===== src/rtl/match_tracker.sv =====
// Scores finished games from the multi-mode counter, declares a match champion
// and hands each game result to a consumer through a valid/ack handshake.
module match_tracker #(
  parameter int MATCH_GAMES = 3,
  parameter int SCORE_W     = 3
) (
  input  logic               clk,
  input  logic               reset,
  input  logic               GAMEOVER,
  input  logic [1:0]         WHO,
  input  logic               game_ack,
  input  logic               match_ack,
  output logic               restart,
  output logic               game_valid,
  output logic [1:0]         game_who,
  output logic [SCORE_W-1:0] score_w,
  output logic [SCORE_W-1:0] score_l,
  output logic               match_over,
  output logic [1:0]         champ,
  output logic               err
);

  typedef enum logic [0:0] {
    PLAY = 1'b0,
    DONE = 1'b1
  } state_t;

  localparam logic [SCORE_W-1:0] SCORE_ONE  = {{(SCORE_W-1){1'b0}}, 1'b1};
  localparam logic [SCORE_W-1:0] MATCH_TGT  = MATCH_GAMES[SCORE_W-1:0];
  localparam logic [SCORE_W-1:0] SCORE_ZERO = {SCORE_W{1'b0}};

  state_t             state_q;
  logic               go_q;
  logic               restart_q;
  logic               game_valid_q;
  logic [1:0]         game_who_q;
  logic [SCORE_W-1:0] score_w_q;
  logic [SCORE_W-1:0] score_l_q;
  logic               match_over_q;
  logic [1:0]         champ_q;
  logic               err_q;

  logic               rise_s;
  logic               overrun_s;
  logic [SCORE_W-1:0] w_inc_s;
  logic [SCORE_W-1:0] l_inc_s;

  // Edge detection and incremented scores feeding the state machine.
  always_comb begin
    rise_s    = GAMEOVER & ~go_q;
    overrun_s = game_valid_q & ~game_ack;
    w_inc_s   = score_w_q + SCORE_ONE;
    l_inc_s   = score_l_q + SCORE_ONE;
  end

  // Match state machine with all outputs registered.
  always_ff @(posedge clk or negedge reset) begin
    if (!reset) begin
      state_q      <= PLAY;
      go_q         <= 1'b0;
      restart_q    <= 1'b0;
      game_valid_q <= 1'b0;
      game_who_q   <= 2'b00;
      score_w_q    <= SCORE_ZERO;
      score_l_q    <= SCORE_ZERO;
      match_over_q <= 1'b0;
      champ_q      <= 2'b00;
      err_q        <= 1'b0;
    end else begin
      go_q      <= GAMEOVER;
      restart_q <= 1'b0;
      // An ack drops valid unless a newly scored game re-raises it below.
      if (game_ack) begin
        game_valid_q <= 1'b0;
      end
      case (state_q)
        PLAY: begin
          if (rise_s) begin
            case (WHO)
              2'b01: begin
                score_w_q    <= w_inc_s;
                game_who_q   <= 2'b01;
                game_valid_q <= 1'b1;
                if (overrun_s) begin
                  err_q <= 1'b1;
                end
                if (w_inc_s == MATCH_TGT) begin
                  state_q      <= DONE;
                  champ_q      <= 2'b01;
                  match_over_q <= 1'b1;
                end else begin
                  restart_q <= 1'b1;
                end
              end
              2'b10: begin
                score_l_q    <= l_inc_s;
                game_who_q   <= 2'b10;
                game_valid_q <= 1'b1;
                if (overrun_s) begin
                  err_q <= 1'b1;
                end
                if (l_inc_s == MATCH_TGT) begin
                  state_q      <= DONE;
                  champ_q      <= 2'b10;
                  match_over_q <= 1'b1;
                end else begin
                  restart_q <= 1'b1;
                end
              end
              default: begin
                err_q <= 1'b1;
              end
            endcase
          end
        end
        DONE: begin
          // Rises are discarded here; go_q still tracks GAMEOVER above.
          if (match_ack) begin
            state_q      <= PLAY;
            score_w_q    <= SCORE_ZERO;
            score_l_q    <= SCORE_ZERO;
            champ_q      <= 2'b00;
            match_over_q <= 1'b0;
            restart_q    <= 1'b1;
          end
        end
        default: begin
          state_q <= PLAY;
        end
      endcase
    end
  end

  assign restart    = restart_q;
  assign game_valid = game_valid_q;
  assign game_who   = game_who_q;
  assign score_w    = score_w_q;
  assign score_l    = score_l_q;
  assign match_over = match_over_q;
  assign champ      = champ_q;
  assign err        = err_q;

endmodule


===== config.mk =====
export PLATFORM = sky130hd
export DESIGN_NAME = match_tracker
export DESIGN_NICKNAME = d
export VERILOG_FILES = /design/src/rtl/match_tracker.sv
export SDC_FILE = /design/constraint.sdc
export NUM_CORES = 1
export LEC_CHECK = 0
export BUFFER_PORTS_ARGS = -buffer_cell sky130_fd_sc_hd__buf_4
export CAP_MARGIN = 30
export CORE_UTILIZATION = 50
export CTS_CLUSTER_DIAMETER = 40
export DETAILED_ROUTE_END_ITERATION = 7
export PLACE_DENSITY_LB_ADDON = 0.08
export SYNTH_ARGS = -nofsm -noshare
export SYNTH_HDL_FRONTEND = slang
export SYNTH_SLANG_ARGS = --single-unit

===== constraint.sdc =====
create_clock -name clk -period 2.05 [get_ports clk]
set_input_delay 0.41 -clock clk [delete_from_list [all_inputs] [get_ports clk]]
set_output_delay 0.41 -clock clk [all_outputs]
set_load 0.01 [all_outputs]

==> results.cfg, run 1 <==
[run_status]
run_status = completed

[routing]
wl_per_cell_um = 13.2
wl_mm = 1.61
viasPerCell = 5.48
dr.pass1.iters = 4
drc_errors = 0
drt_iter0_markers = 18
route.antenna.remaining_nets = 0
dr_total_vias = 668

[floorplan]
ios = 21
die_h_um = 42.7
core_sq_mm = 0.00152
dieArea_sq_mm = 0.00183
num_rows = 14
initial_core_util_pct = 54.4
die_w_um = 42.7

[sta]
rsz0062_at_grt = false
setup_viol = 0
finalCritPeriodShare_pct = 87.0
period_needed_ps = 1780
max_slew.worst_pin.slew_ps = 457
finClkSkew_ps = 5.81
relSlewSlack_pct = 69.2
finalHoldViolCount = 0
slew_viol_final = 0
max_clock_freq_mhz = 561
tns_ps = 0

[placed_design]
dp_hpwl_mm = 1.22
dp.cells = 117
gp_congestion = 0.731
io_buffers = 20
place_area_sq_um = 991

[clock_network]
clockBufferDepth = 2
cts_tree = built
cts_setup_buffers = 0
cts-root-buf = clkbuf_4
ctsResizeCount = 0
path_clk_slew_ps = 100
insertion_delay_ps = 280
cts-buffers-inserted = 3
clock_sinks = 16
htreeDepth = 1

[finish]
nets = 120
synthToLayoutAreaGrowth_pct = 25.0
drive_gt1_share_pct = 25.5
final_cell_mix = buf_4 (21), dfrtp_1 (16), nand2_1 (9), o21ai_0 (9), inv_1 (7)
antennaDiodeCount = 0
final_area_sq_mm = 0.00104
layout_commonest_cell = buf_4
stdcell_count = 122

[grt]
antenna_found_initial = 0
grt-ovfl-total = 0
grt_first_pass_wirelength_mm = 2.68
grt_pass1_vias = 601
grt_max_degree = 17
grt_usage_pct = 19.7

[worst_setup_path]
critPathKind = flip-flop to flip-flop
crit_path_max_fanout = 5
cp_data_arrival_time_ps = 2000
worstSetupEndpointType = flip-flop
cp.required_ps = 2270
start_kind = flip-flop

[logic_synthesis]
synth-seq-area-share_pct = 48.3
async_flop_share_pct = 100
syn_inst = 82
synth_area_per_cell_sq_um = 10.1
synthFlopType = dfrtp_1
ys_warn_count = 0
synth_edf_count = 0
syn_nets = 95
synth-seq-cells = 16
ys_types = 29
syn_area_sq_um = 830

[power]
p_leak_nw = 0.507
ir_drop_mv = 0.670
pwr_density_cell_mw_per_mm2 = 1100

[worst_hold_path]
hold_class = primary input to flip-flop

[flow_run]
drv_cap = 0
## timing repair
item	in CTS	in global routing
hold buffers	1	0
endpoints found under the setup margin	0	0
hold endpoints to repair	16	0
## cell families after synthesis
| logic type | after synthesis | share of synthesized area (%) |
|---|---|---|
| XOR/XNOR | 2 | 2.11 |
| buffers and inverters | 9 | 5.13 |
| flip-flops | 16 | 48.3 |
| AO/OA/AOI/OAI | 22 | 16.4 |
| adder cells (fa/ha/maj) | 6 | 9.05 |
| AND/OR/NAND/NOR | 26 | 17.6 |
| multiplexers | 1 | 1.36 |
## synth_stat cells (2+ instances only)
cell type   n  area share [%]
ha_1        6             9.0
nor2_1      2            0.91
nand2_1     9             4.1
a21oi_1     3             1.8
xnor2_1     2             2.1
nand3_1     6             3.6
o211ai_1    2             1.8
or4_1       2             1.8
dfrtp_1    16              48
o21ai_0     9             5.4
inv_1       7             3.2
## registers in the layout, summed over array words and instances (netlist names)
signal and flops:
match_over 1, state_q 1, err 1, restart 1
game_valid 1, game_who 2, score_w 3, score_l 3
go_q 1, champ 2
## power breakdown
| part | switching, W | internal, W |
|---|---|---|
| registers | 0.0000832 | 0.000399 |
| logic | 0.000219 | 0.000229 |
| clock network | 0.0000985 | 0.000108 |
| total | 0.000400 | 0.000736 |
## final cells by class
| class | count | area [sq um] |
|---|---|---|
| Sequential cell | 16 | 400 |
| Multi-Input combinational cell | 57 | 387 |
| Fill cell | 125 | 487 |
| Timing Repair Buffer | 22 | 168 |
| Inverter | 7 | 26.3 |
| Tap cell | 16 | 20.0 |
| Clock buffer | 4 | 36.3 |
## worst max-delay path, stage by stage, from the launching register on
cell	delay, ps
dfrtp_1	440
ha_1	220
xnor2_1	210
a21boi_0	210
or4_1	550
nand3_1	80
## final timing paths
kind,start,end,slack [ps],cells after the start
min in group asynchronous,reset,champ[0]$_DFFE_PN0P_,510,2
setup / recovery,score_w[0]$_DFFE_PN0P_,champ[1]$_DFFE_PN0P_,270,5
hold / removal,GAMEOVER,go_q$_DFF_PN0_,260,1
hold reg to reg,err$_DFFE_PN0P_,err$_DFFE_PN0P_,490,1
setup reg to reg,score_w[0]$_DFFE_PN0P_,champ[1]$_DFFE_PN0P_,270,5
max in group asynchronous,reset,game_who[1]$_DFFE_PN0P_,1360,2
## metrics by stage
step	total power [W]	utilization [%]	hold slack, ps	setup WS, ps
finish	0.00114	68.1	258	267
global route	0.00122	68.1	250	163
CTS	0.00114	68.1	255	280
detailed placement	0.000934	65.0	278	222
global placement	0.000915	65.0	278	270
floorplan	0.000733	-	114	382
## metal layers
layer	GRT usage (%)	vias up	share of wire, %
li1	-	341	-
met1	26.7	301	47
met2	31.8	24	45
met3	2.98	2	6.1
met4	7.50	0	1.1
met5	0	-	0
No activity file was read; power rests on OpenSTA's default activity.
==> run 2, diff against run 1 <==
--- a/config.mk
+++ b/config.mk
@@ -10,6 +10,8 @@
 export CORE_UTILIZATION = 50
 export CTS_CLUSTER_DIAMETER = 40
 export DETAILED_ROUTE_END_ITERATION = 7
+export GPL_TIMING_DRIVEN = 0
+export MAX_ROUTING_LAYER = met4
 export PLACE_DENSITY_LB_ADDON = 0.08
 export SYNTH_ARGS = -nofsm -noshare
 export SYNTH_HDL_FRONTEND = slang
==> run 2 against run 1 <==
Net effect: largest power group unchanged; count of clock-buffer cells in the layout is the same; clock skew down 5.0 ps; sequential share of layout area is 0.32 points lower; highest routed layer unchanged; core utilization rose by 0.57 points; fmax decreased by 0.30%.
==> results.cfg, run 2 (synthesis results as in run 1) <==
[floorplan]
die_w_um = 42.7
core_sq_mm = 0.00152
ios = 21
dieArea_sq_mm = 0.00183
die_h_um = 42.7
num_rows = 14
initial_core_util_pct = 54.4

[grt]
antenna_found_initial = 0
grt_first_pass_wirelength_mm = 2.72
grt_usage_pct = 21.0
grt_max_degree = 17
grt.busiest_layer = met2
grt_use_met1_pct = 26.0
use_met2_pct = 34.2
grt_use_met3_pct = 3.83
grt_pass1_vias = 636
grt-ovfl-total = 0

[run_status]
run_status = completed

[sta]
max_clock_freq_mhz = 559
max_slew.worst_pin.slew_ps = 432
slew_viol_final = 0
tns_ps = 0
fin_ws_ps = 262
setup_viol = 0
period_needed_ps = 1790
finalCritPeriodShare_pct = 87.2
finClkSkew_ps = 0.790
rsz0062_at_grt = false
relSlewSlack_pct = 70.9
finalHoldViolCount = 0

[worst_setup_path]
start_kind = flip-flop
rr_endpoint = champ[1]$_DFFE_PN0P_
cp.required_ps = 2280
max_stage_delay_ps = 470
rr_worst_depth = 5
r2r_setup_slack_ps = 260
worstSetupEndpointType = flip-flop
path_buf_inv = 1
cp_data_arrival_time_ps = 2010
crit_path_max_fanout = 10
critPathTopFamily = simple AND/OR/NAND/NOR gates
crit_chain = buf_6, or3b_1, o21a_1, or4_1, nand3_1
cp_slowest_cell = or4_1
critPathKind = flip-flop to flip-flop
reg2reg_from = state_q$_DFF_PN0_

[clock_network]
htreeDepth = 1
cts-buffers-inserted = 3
cts_tree = built
ctsResizeCount = 0
path_clk_slew_ps = 90
clockBufferDepth = 2
cts_setup_buffers = 0
hold_buffers = 1
insertion_delay_ps = 280
clock_sinks = 16
cts-root-buf = clkbuf_4

[placed_design]
gp_congestion = 0.781
place_area_sq_um = 1000
io_buffers = 20
place_ws_ps = 247
dp_hpwl_mm = 1.11

[worst_hold_path]
min_from = GAMEOVER
min_to = go_q$_DFF_PN0_
hold_class = primary input to flip-flop
holdPathStages = 1

[finish]
final_cell_mix = buf_4 (20), dfrtp_1 (16), nand2_1 (9), o21ai_0 (9), inv_1 (7)
fin_util_pct = 68.6
antennaDiodeCount = 0
drive_gt1_share_pct = 26.2
multi_input_area_sq_um = 387
nFillCells = 119
final_area_sq_mm = 0.00105
nets = 121
synthToLayoutAreaGrowth_pct = 26.1
layout_commonest_cell = buf_4
seq_area_sq_um = 400

[routing]
route.antenna.remaining_nets = 0
wl_mm = 1.59
dr.pass1.iters = 7
drc_errors = 0
viasPerCell = 5.62
drt_iter0_markers = 25
dr_total_vias = 691
wl_per_cell_um = 12.9

[flow_run]
drv_cap = 0

[power]
pwr-share-seq_pct = 42.2
clock_power_share_pct = 18.2
p_sw_w = 0.000398
p_int_w = 0.000738
p_comb_share_pct = 39.6
p_leak_nw = 0.512
ir_drop_mv = 0.605
pwr_density_cell_mw_per_mm2 = 1090
switching_share_pct = 35.0
[run 2: cell types whose count changed in the layout (fill, tap and decap cells not counted)]
cell   delta
buf_6     +1
buf_2     +1
buf_4     -1
[run 2: power groups by stage]
stage               clock [W]  sequential (W)  combinational, W
global route         0.000227        0.000494          0.000502
detailed placement          0        0.000484          0.000439
global placement            0        0.000479          0.000434
floorplan                   0        0.000513          0.000220
finish               0.000207        0.000480          0.000450
CTS                  0.000215        0.000481          0.000453
[run 2: metal layers]
layer / wire (um) / part of all wire [%]
met4: 34 / 2.1
met3: 62 / 3.9
met2: 757 / 48
met1: 734 / 46
met5: 0 / 0
[run 2: worst register-to-register path: cells and delay by family, from the launching register on]
kind | cells | cell delay, ps
simple gates | 3 | 960
flops | 1 | 390
compound gates | 1 | 250
buf+inv | 1 | 140
[run 2: how the worst max path moves through the flow]
stage,start,endpoint,cells past startpoint
after global routing,score_w[0]$_DFFE_PN0P_,champ[1]$_DFFE_PN0P_,5
after global placement,WHO[0],score_l[1]$_DFFE_PN0P_,8
final,state_q$_DFF_PN0_,champ[1]$_DFFE_PN0P_,5
after CTS,state_q$_DFF_PN0_,champ[1]$_DFFE_PN0P_,5
after floorplan,state_q$_DFF_PN0_,champ[1]$_DFFE_PN0P_,5
after detailed placement,WHO[0],score_l[1]$_DFFE_PN0P_,8
[run 2: area by class of cell]
cell class              count  share of cell area (%)
plain buffers               2                    1.56
flip-flops and latches     16                    38.3
repair buffers             21                    15.3
clock buffers               4                    3.47
inverters                   7                    2.51
multi-input cells          57                    37.0
well taps                  16                    1.91
[run 2: per-stage QoR]
stage	std cells	hold WS [ps]	power, W
after floorplan	82	114	0.000733
after global placement	118	279	0.000912
after detailed placement	118	278	0.000923
after CTS	123	256	0.00115
after global routing	123	250	0.00122
final	123	259	0.00114
==> run 3, diff against run 2 <==
--- a/config.mk
+++ b/config.mk
@@ -5,6 +5,7 @@
 export SDC_FILE = /design/constraint.sdc
 export NUM_CORES = 1
 export LEC_CHECK = 0
+export ABC_AREA = 1
 export BUFFER_PORTS_ARGS = -buffer_cell sky130_fd_sc_hd__buf_4
 export CAP_MARGIN = 30
 export CORE_UTILIZATION = 50
==> run 3 against run 2 <==
Net effect: sequential cell count is the same; core utilization down 0.13 points; register-to-register slack gained 420 ps; area after synthesis grew 2.9%; synthesized cell count rose by 21%; count of clock-buffer cells in the layout down 1; clock power fell by 22%; largest power group unchanged; largest cell class unchanged.
==> results.cfg, run 3 <==
[logic_synthesis]
synthFlopType = dfrtp_1
syn_inst = 99
async_flop_share_pct = 100
synth-seq-area-share_pct = 46.9
syn_area_sq_um = 853
ys_types = 20
synth_edf_count = 0
synth_top_area_share_pct = 46.9
synth_top_cell_by_area = dfrtp_1
synth_area_leaders = dfrtp_1 (47%), nand2_1 (11%), ha_1 (8.8%), inv_1 (6.2%), nand3_1 (4.7%)
synth_common_cells = nand2_1 (25), dfrtp_1 (16), inv_1 (14)
synth_area_per_cell_sq_um = 8.62
ys_warn_count = 0
synth-seq-cells = 16
syn_nets = 112
synth.most_common_cell = nand2_1

[power]
p_leak_nw = 0.562
ir_drop_mv = 0.690
pwr_density_cell_mw_per_mm2 = 1040

[worst_hold_path]
hold_class = primary input to flip-flop

[sta]
setup_viol = 0
finClkSkew_ps = 3.29
fin_ws_ps = 682
max_slew.worst_pin.slew_ps = 218
slew_viol_final = 0
period_needed_ps = 1370
max_clock_freq_mhz = 731
relSlewSlack_pct = 85.4
tns_ps = 0
rsz0062_at_grt = false
finalCritPeriodShare_pct = 66.8
finalHoldViolCount = 0

[worst_setup_path]
crit_path_max_fanout = 5
cp_data_arrival_time_ps = 1550
path_common_cell = nand2_1
worstSetupEndpointType = flip-flop
cp.required_ps = 2230
cp_slowest_cell = dfrtp_1
start_kind = flip-flop
critPathKind = flip-flop to flip-flop
crit_chain = ha_1, nand2_1, nand3_1, nand3_1, nand3_2, nand2_1, nand2_1
max_stage_delay_ps = 420

[routing]
wl_per_cell_um = 11.2
met2_length_um = 734
route.antenna.remaining_nets = 0
dr_total_vias = 730
dr_wl_met3_um = 71
drt_iter0_markers = 11
viasPerCell = 5.25
wl_mm = 1.56
highest_layer = met4
wl_met1_um = 711
drc_errors = 0
dr.pass1.iters = 4

[floorplan]
num_rows = 14
die_w_um = 43.3
initial_core_util_pct = 55.4
dieArea_sq_mm = 0.00188
core_sq_mm = 0.00154
die_h_um = 43.3
ios = 21

[grt]
grt_first_pass_wirelength_mm = 2.62
grt-ovfl-total = 0
grt_pass1_vias = 620
grt_max_degree = 17
grt_usage_pct = 20.0
antenna_found_initial = 0

[clock_network]
cts_tree = built
cts_setup_buffers = 0
path_clk_slew_ps = 80
cts-buffers-inserted = 3
clock_sinks = 16
insertion_delay_ps = 290
cts-root-buf = clkbuf_4
clockBufferDepth = 2
htreeDepth = 1

[finish]
drive_gt1_share_pct = 29.3
layout_commonest_cell = nand2_1
antennaDiodeCount = 0
final_cell_mix = nand2_1 (25), buf_4 (20), dfrtp_1 (16), inv_1 (14), nand3_1 (8)
synthToLayoutAreaGrowth_pct = 23.8
nets = 138
nFillCells = 133

[placed_design]
place_ws_ps = 573
gp_congestion = 0.870
dp_hpwl_mm = 1.21
io_buffers = 20

[flow_run]
drv_cap = 0

[run_status]
run_status = completed
-- run 3: changes by cell type after synthesis, moves of 2 or more --
cell | before | now
nand4_1 | 0 | 3
o211ai_1 | 2 | 0
inv_2 | 0 | 3
xnor2_1 | 2 | 0
o21ai_0 | 9 | 6
nand3_1 | 6 | 8
nand2_2 | 0 | 3
or2_2 | 0 | 2
inv_1 | 7 | 14
nand2_1 | 9 | 25
or4_1 | 2 | 0
-- run 3: what timing repair did --
item,4_1_cts,5_1_grt
hold buffers,1,0
endpoints found under the hold margin,16,0
resized for setup,0,0
-- run 3: cell type report --
class                   count  area (sq um)  share of cell area [%]
clock buffers               3          22.5                    2.13
inverters                  17          63.8                    6.04
multi-input cells          66           389                    36.8
flip-flops and latches     16           400                    37.9
well taps                  16          20.0                    1.90
repair buffers             21           160                    15.2
-- run 3: final timing paths --
| check | start | end | slack [ps] | cells past startpoint |
|---|---|---|---|---|
| hold reg to reg | err$_DFFE_PN0P_ | err$_DFFE_PN0P_ | 480 | 1 |
| setup reg to reg | score_w[0]$_DFFE_PN0P_ | champ[0]$_DFFE_PN0P_ | 680 | 7 |
| min in group asynchronous | reset | score_w[0]$_DFFE_PN0P_ | 510 | 2 |
| max in group asynchronous | reset | go_q$_DFF_PN0_ | 1360 | 2 |
| hold / removal | GAMEOVER | go_q$_DFF_PN0_ | 250 | 1 |
| setup / recovery | score_w[0]$_DFFE_PN0P_ | champ[0]$_DFFE_PN0P_ | 680 | 7 |
-- run 3: stage by stage --
step	area [sq um]	utilization [%]	total power, W	std cells	hold WS (ps)
global route	1060	68.5	0.00118	139	237
global placement	1020	66.4	0.000922	135	278
detailed placement	1020	66.4	0.000944	135	281
finish	1060	68.5	0.00110	139	251
CTS	1060	68.5	0.00111	139	253
floorplan	853	-	0.000735	99	114
-- run 3: cell families after synthesis --
group / after synthesis / share of synthesized area (%)
AND/OR/NAND/NOR: 48 / 27.6
buffers and inverters: 17 / 7.48
flip-flops: 16 / 46.9
AO/OA/AOI/OAI: 12 / 9.24
adder cells (fa/ha/maj): 6 / 8.80
-- run 3: power breakdown --
part	leakage [nW]	total [W]	switching (W)	internal, W
registers	0.198	0.000480	0.0000723	0.000407
logic	0.350	0.000454	0.000234	0.000220
clock network	0.0138	0.000162	0.0000939	0.0000685
total	0.562	0.00110	0.000400	0.000696
-- run 3: worst max-delay path: cells and delay by family, from the launching register on --
kind	cells	cell delay, ps
adder cells (fa/ha/maj)	1	230
AND/OR/NAND/NOR	6	590
flip-flops	1	420
-- run 3: routing by layer --
layer  vias to the layer above  global-route usage (%)
met5                         -                       -
met4                         0                    10.9
met3                         6                    6.38
met2                        20                    29.9
met1                       339                    23.7
li1                        365                       -
